**src/rtl/pixel_stream_buffer.sv**
```systemverilog
// pixel_stream_buffer: elastic PPU-to-VGA pixel FIFO that owns the raster counter.
// Define PIXBUF_UNDERFLOW_HOLD_EN to repeat the last popped pixel on underflow.
module pixel_stream_buffer #(
  parameter int DEPTH     = 16,
  parameter int ADDR_BITS = 4,
  parameter int HA_END    = 639,
  parameter int VA_END    = 479,
  parameter int LINE      = 799,
  parameter int SCREEN    = 524
) (
  input  logic                 clk,
  input  logic                 rst,
  input  logic [7:0]           in_data,
  input  logic                 in_stb,
  output logic                 in_ack,
  output logic [7:0]           pix_data,
  output logic                 pix_de,
  output logic                 frame_sync,
  output logic [ADDR_BITS:0]   level,
  output logic [15:0]          underflow_cnt
);

  localparam int XW = $clog2(LINE + 1);
  localparam int YW = $clog2(SCREEN + 1);

  localparam logic [ADDR_BITS:0]   LVL_FULL = (ADDR_BITS+1)'(DEPTH);
  localparam logic [ADDR_BITS:0]   LVL_ONE  = (ADDR_BITS+1)'(1);
  localparam logic [ADDR_BITS-1:0] PTR_ONE  = ADDR_BITS'(1);

  logic [XW-1:0]        sx;
  logic [YW-1:0]        sy;
  logic [7:0]           mem [DEPTH];
  logic [ADDR_BITS-1:0] wptr;
  logic [ADDR_BITS-1:0] rptr;
  logic                 line_end;
  logic                 active;
  logic                 empty;
  logic                 full;
  logic                 push;
  logic                 pop;
  logic                 under;
  logic [7:0]           fill;

  // Raster decode and FIFO handshake qualifiers from cycle-start state
  always_comb begin
    line_end = (sx == XW'(LINE));
    active   = (sx <= XW'(HA_END)) && (sy <= YW'(VA_END));
    empty    = (level == '0);
    full     = (level == LVL_FULL);
    push     = in_stb && !in_ack && !full;
    pop      = active && !empty;
    under    = active && empty;
  end

  assign frame_sync = (sx == '0) && (sy == '0);

  // Free-running raster counter, independent of FIFO state
  always_ff @(posedge clk or posedge rst) begin
    if (rst) begin
      sx <= '0;
      sy <= '0;
    end else if (line_end) begin
      sx <= '0;
      sy <= (sy == YW'(SCREEN)) ? '0 : sy + YW'(1);
    end else begin
      sx <= sx + XW'(1);
    end
  end

  // FIFO storage; contents are don't-care once level is cleared
  always_ff @(posedge clk) begin
    if (push) begin
      mem[wptr] <= in_data;
    end
  end

  // Pointers, occupancy and the one-cycle accept pulse
  always_ff @(posedge clk or posedge rst) begin
    if (rst) begin
      wptr   <= '0;
      rptr   <= '0;
      level  <= '0;
      in_ack <= 1'b0;
    end else begin
      in_ack <= push;
      if (push) begin
        wptr <= wptr + PTR_ONE;
      end
      if (pop) begin
        rptr <= rptr + PTR_ONE;
      end
      case ({push, pop})
        2'b10:   level <= level + LVL_ONE;
        2'b01:   level <= level - LVL_ONE;
        default: level <= level;
      endcase
    end
  end

  // Saturating count of pops attempted while empty
  always_ff @(posedge clk or posedge rst) begin
    if (rst) begin
      underflow_cnt <= '0;
    end else if (under && (underflow_cnt != 16'hFFFF)) begin
      underflow_cnt <= underflow_cnt + 16'd1;
    end
  end

`ifdef PIXBUF_UNDERFLOW_HOLD_EN
  logic [7:0] hold;

  // Remember the last real pixel so underflow repeats it
  always_ff @(posedge clk or posedge rst) begin
    if (rst) begin
      hold <= 8'h00;
    end else if (pop) begin
      hold <= mem[rptr];
    end
  end

  assign fill = hold;
`else
  assign fill = 8'h00;
`endif

  // Registered pixel output, one cycle behind the raster position
  always_ff @(posedge clk or posedge rst) begin
    if (rst) begin
      pix_data <= 8'h00;
      pix_de   <= 1'b0;
    end else begin
      pix_de <= active;
      unique case (1'b1)
        pop:     pix_data <= mem[rptr];
        under:   pix_data <= fill;
        default: pix_data <= 8'h00;
      endcase
    end
  end

endmodule

```
**config.mk**
```make
export PLATFORM = sky130hd
export DESIGN_NAME = pixel_stream_buffer
export DESIGN_NICKNAME = d
export VERILOG_FILES = /design/src/rtl/pixel_stream_buffer.sv
export SDC_FILE = /design/constraint.sdc
export NUM_CORES = 1
export LEC_CHECK = 0
export ABC_AREA = 1
export CAP_MARGIN = 0
export CORE_ASPECT_RATIO = 0.75
export CORE_UTILIZATION = 60
export CTS_CLUSTER_DIAMETER = 50
export DETAILED_ROUTE_END_ITERATION = 7
export GPL_ROUTABILITY_DRIVEN = 1
export PLACE_DENSITY = 0.8
export SYNTH_ARGS = -nofsm -noshare
export SYNTH_HDL_FRONTEND = slang
export SYNTH_SLANG_ARGS = --single-unit
export TNS_END_PERCENT = 10
```
**constraint.sdc**
```tcl
create_clock -name clk -period 3.07 [get_ports clk]
set_input_delay 0.614 -clock clk [delete_from_list [all_inputs] [get_ports clk]]
set_output_delay 0.614 -clock clk [all_outputs]
set_load 0.05 [all_outputs]
```
==> results.toml <==
[detailed_routing]
route.final.wire_length_um = 19000
drcViolationCount = 10
drt-vias-per-instance = 5.86
detail_route.iter0.violations = 907
drt_first_pass_iters = 7
antenna_violating_nets_post_route = 0
vias = 6234
detail_route.wl_per_cell_um = 17.9

[final_layout]
num-nets-final = 905
antenna_cells = 0
post-route-util = 0.716
post_route_cells_drive_above_1_share = 0.0639
final_cell_area_um2 = 9520
syn2layout_area_growth_pct = 13.6

[power]
pwr_density_cell_nw_per_um2 = 865
power.ir.vdd_worst_mv = 0.526
total_leakage_power_nw = 3.82

[setup_path]
setup.worst_path.class = "flop to output pin"
cp_slowest_stage_delay_ns = 0.44
critical_path_required_ns = 2.46
worst-path-max-fanout = 5
timing.critical_path.cells = "inv_1 > ha_1 > and3_1 > nand3_1 > nor2_1 > dlymetal6s2s_1"
setup_slack_reg_to_reg_ns = 0.60
worst_path_max_delay_cell = "sky130_fd_sc_hd__dfrtp_1"
cp-start-kind = "flop"
crit_path_end_kind = "output pin"
worst_ep_arrival_time_ns = 1.97

[logic_synthesis]
synth_simple_gate_area_frac = 0.256
mappedNetlistNets = 865
seq_area_frac_synth = 0.635
netlist_area_um2 = 8380
synth.yosys.warnings = 0
number_of_standard_cells_after_synthesis = 839
synth-adder-area-share = 0.0233
synth_top_family_by_area = "simple AND/OR/NAND/NOR gates"
syn-mean-instance-area_um2 = 9.99
synth_enable_flop_cells = 128
synth_cell_type_count = 32
synth_compound_area_frac = 0.0234
yosys-mux-area-fraction = 0
ys_seq_elements = 187
ys_dominant_reg_cell = "sky130_fd_sc_hd__edfxtp_1"
yosys.area_share.xor_xnor = 0.0251
synth_async_sr_flop_share = 0.316

[cts]
clk_pin_slew_worst_paths_ns = 0.07
htree_num_levels = 4
post_cts.repair.setup_buffers = 0
tritoncts_num_sinks = 187
cts_max_path_buffers = 2
cts_tree = "yes"
cts-root-buf = "sky130_fd_sc_hd__clkbuf_16"
cts.hold.buffers_added = 0
clock_insertion_delay_worst_skew_ns = 0.43
cts_buffers = 17

[run]
drv.max_cap_violation_count = 0

[global_route]
grt.total_usage = 0.278
antenna_violations_before_repair = 0
grt_overflow_total = 0
grt_start_max_net_pins = 68
vias_in_the_first_global_route = 5934
grt_first_pass_wirelength_um = 30200

[die]
std_cell_rows = 36
fp.dieH_um = 104
core_region_area_um2 = 13300
chipWidth_um = 138
design.die.area_um2 = 14400
floorplan.io_pins = 43
initial_core_utilization = 0.631

[sta]
layout_min_cycle_time_ns = 2.58
report.final.hold_viol_count = 0
worst_pin_slew_ns = 0.863
max_slew_margin = 0.423
rsz0062_at_grt = "no"
clock-skew-final_ns = 0.0119
total_of_endpoints_with_negative_setup_slack_in_the_final_report = 0
tns_ns = 0
post-route-period-util = 0.840
achievable-frequency_mhz = 388
slew_violations = 0

[placement]
placement.cell_area_um2 = 8930
dp_hpwl_um = 12300
io_buffers = 42
gpl.final_weighted_congestion = 0.880

[status]
outcome = "finished, violations left"
violations = "DRC"

[worst_hold_path]
worst_hold_path_type = "flop to flop"
## synthesized netlist by cell type (all sizes together), types with 2 or more instances
library cell	n	area share
nand4	8	0.0060
clkinv	4	0.0018
o21ai	16	0.0096
xor2	19	0.020
nand3	113	0.069
dfrtp	59	0.18
clkbuf	13	0.0058
a21oi	20	0.012
ha	14	0.021
nand2	293	0.13
edfxtp	128	0.46
nor4	2	0.0015
xnor2	5	0.0052
inv	42	0.019
nand3b	3	0.0027
nor2	75	0.040
buf	15	0.011
nor3	5	0.0030
## critical path, delay by kind of cell, from the launching register on
kind	cells	cell delay, ns
AND/OR/NAND/NOR	3	0.37
flip-flops	1	0.44
buffers and inverters	2	0.55
adder cells (fa/ha/maj)	1	0.17
## routing by layer
metal  up-vias  share of wire  GRT usage  routed length (µm)
met1      2930           0.42      0.390                7930
met5         -              0          0                   0
met4         0          0.021      0.115                 401
met2       376           0.46      0.418                8730
met3        45           0.10     0.0663                1970
li1       2883              -          -                   -
## final cells by class
type | count | area (µm²)
Clock buffer | 20 | 467
Clock inverter | 12 | 121
Timing Repair Buffer | 49 | 475
Inverter | 46 | 173
Fill cell | 911 | 3770
Multi-Input combinational cell | 578 | 2750
Tap cell | 171 | 214
Sequential cell | 187 | 5320
## flip-flops by register name (all words and copies together) (netlist names)
name and count:
sy 10, pix_de 1, in_ack 1, rptr 4
sx 10, level 5, underflow_cnt 16, wptr 4
mem 128, pix_data 8
## worst paths after layout
kind                                   start                      endpoint  depth (start not counted)
min in group asynchronous                rst  underflow_cnt[0]$_DFFE_PP0P_                          2
max reg2reg                sy[6]$_DFFE_PP0N_          level[4]$_DFFE_PP0P_                         14
min                        sy[5]$_DFFE_PP0N_             sy[5]$_DFFE_PP0N_                          2
max in group asynchronous                rst           rptr[0]$_DFFE_PP0P_                          3
min reg2reg                sy[5]$_DFFE_PP0N_             sy[5]$_DFFE_PP0N_                          2
max                        sy[0]$_DFFE_PP0N_                    frame_sync                          6
## through the flow
step	hold slack (ns)	power [mW]	setup WS [ns]	std cells
after detailed placement	0.541	6.05	0.473	1031
final	0.558	8.24	0.490	1063
after global placement	0.507	5.95	0.534	1031
after floorplan	0.496	5.23	0.608	839
after global routing	0.608	8.62	0.351	1063
after CTS	0.558	8.21	0.105	1063
## timing repair
action                                  CTS  global route
endpoints found under the setup margin    0             1
endpoints found under the hold margin     0             0
resized for setup                         0             1
## power by group
| group | switching [mW] | internal (mW) | leakage, nW |
|---|---|---|---|
| registers | 0.222 | 3.00 | 1.91 |
| logic | 2.01 | 0.853 | 1.63 |
| clock network | 0.906 | 1.25 | 0.279 |
| total | 3.14 | 5.10 | 3.82 |
## layout by cell type, fill, tap and decap left out, types with 2 or more instances in the layout
| cell type | Yosys | routed |
|---|---|---|
| sky130_fd_sc_hd__clkinv_2 | 0 | 3 |
| sky130_fd_sc_hd__nand4_1 | 8 | 8 |
| sky130_fd_sc_hd__clkdlybuf4s50_1 | 0 | 41 |
| sky130_fd_sc_hd__a21oi_1 | 20 | 20 |
| sky130_fd_sc_hd__buf_4 | 3 | 7 |
| sky130_fd_sc_hd__xor2_1 | 19 | 19 |
| sky130_fd_sc_hd__inv_2 | 4 | 5 |
| sky130_fd_sc_hd__clkbuf_16 | 0 | 17 |
| sky130_fd_sc_hd__nand2_2 | 2 | 2 |
| sky130_fd_sc_hd__nor3_1 | 5 | 5 |
| sky130_fd_sc_hd__nand3b_1 | 3 | 3 |
| sky130_fd_sc_hd__dfrtp_1 | 59 | 58 |
| sky130_fd_sc_hd__nand3_1 | 111 | 111 |
| sky130_fd_sc_hd__clkinvlp_4 | 0 | 4 |
| sky130_fd_sc_hd__o21ai_0 | 13 | 13 |
| sky130_fd_sc_hd__nor2_4 | 6 | 6 |
| sky130_fd_sc_hd__bufinv_16 | 0 | 2 |
| sky130_fd_sc_hd__nor2_2 | 3 | 3 |
| sky130_fd_sc_hd__nor2_1 | 66 | 66 |
| sky130_fd_sc_hd__clkbuf_8 | 0 | 3 |
| sky130_fd_sc_hd__o21ai_1 | 3 | 3 |
| sky130_fd_sc_hd__ha_1 | 14 | 14 |
| sky130_fd_sc_hd__nand2_1 | 290 | 290 |
| sky130_fd_sc_hd__xnor2_1 | 5 | 5 |
| sky130_fd_sc_hd__edfxtp_1 | 128 | 128 |
| sky130_fd_sc_hd__clkinv_1 | 4 | 6 |
| sky130_fd_sc_hd__nand3_2 | 2 | 2 |
| sky130_fd_sc_hd__inv_1 | 38 | 37 |
| sky130_fd_sc_hd__nor4_1 | 2 | 2 |
## cells by family after synthesis
logic type      after synthesis
simple gates                501
flops                       187
buf+inv                      74
compound gates               38
xor+xnor                     24
fa+ha+maj                    15
No activity file was read; power rests on OpenSTA's default activity.
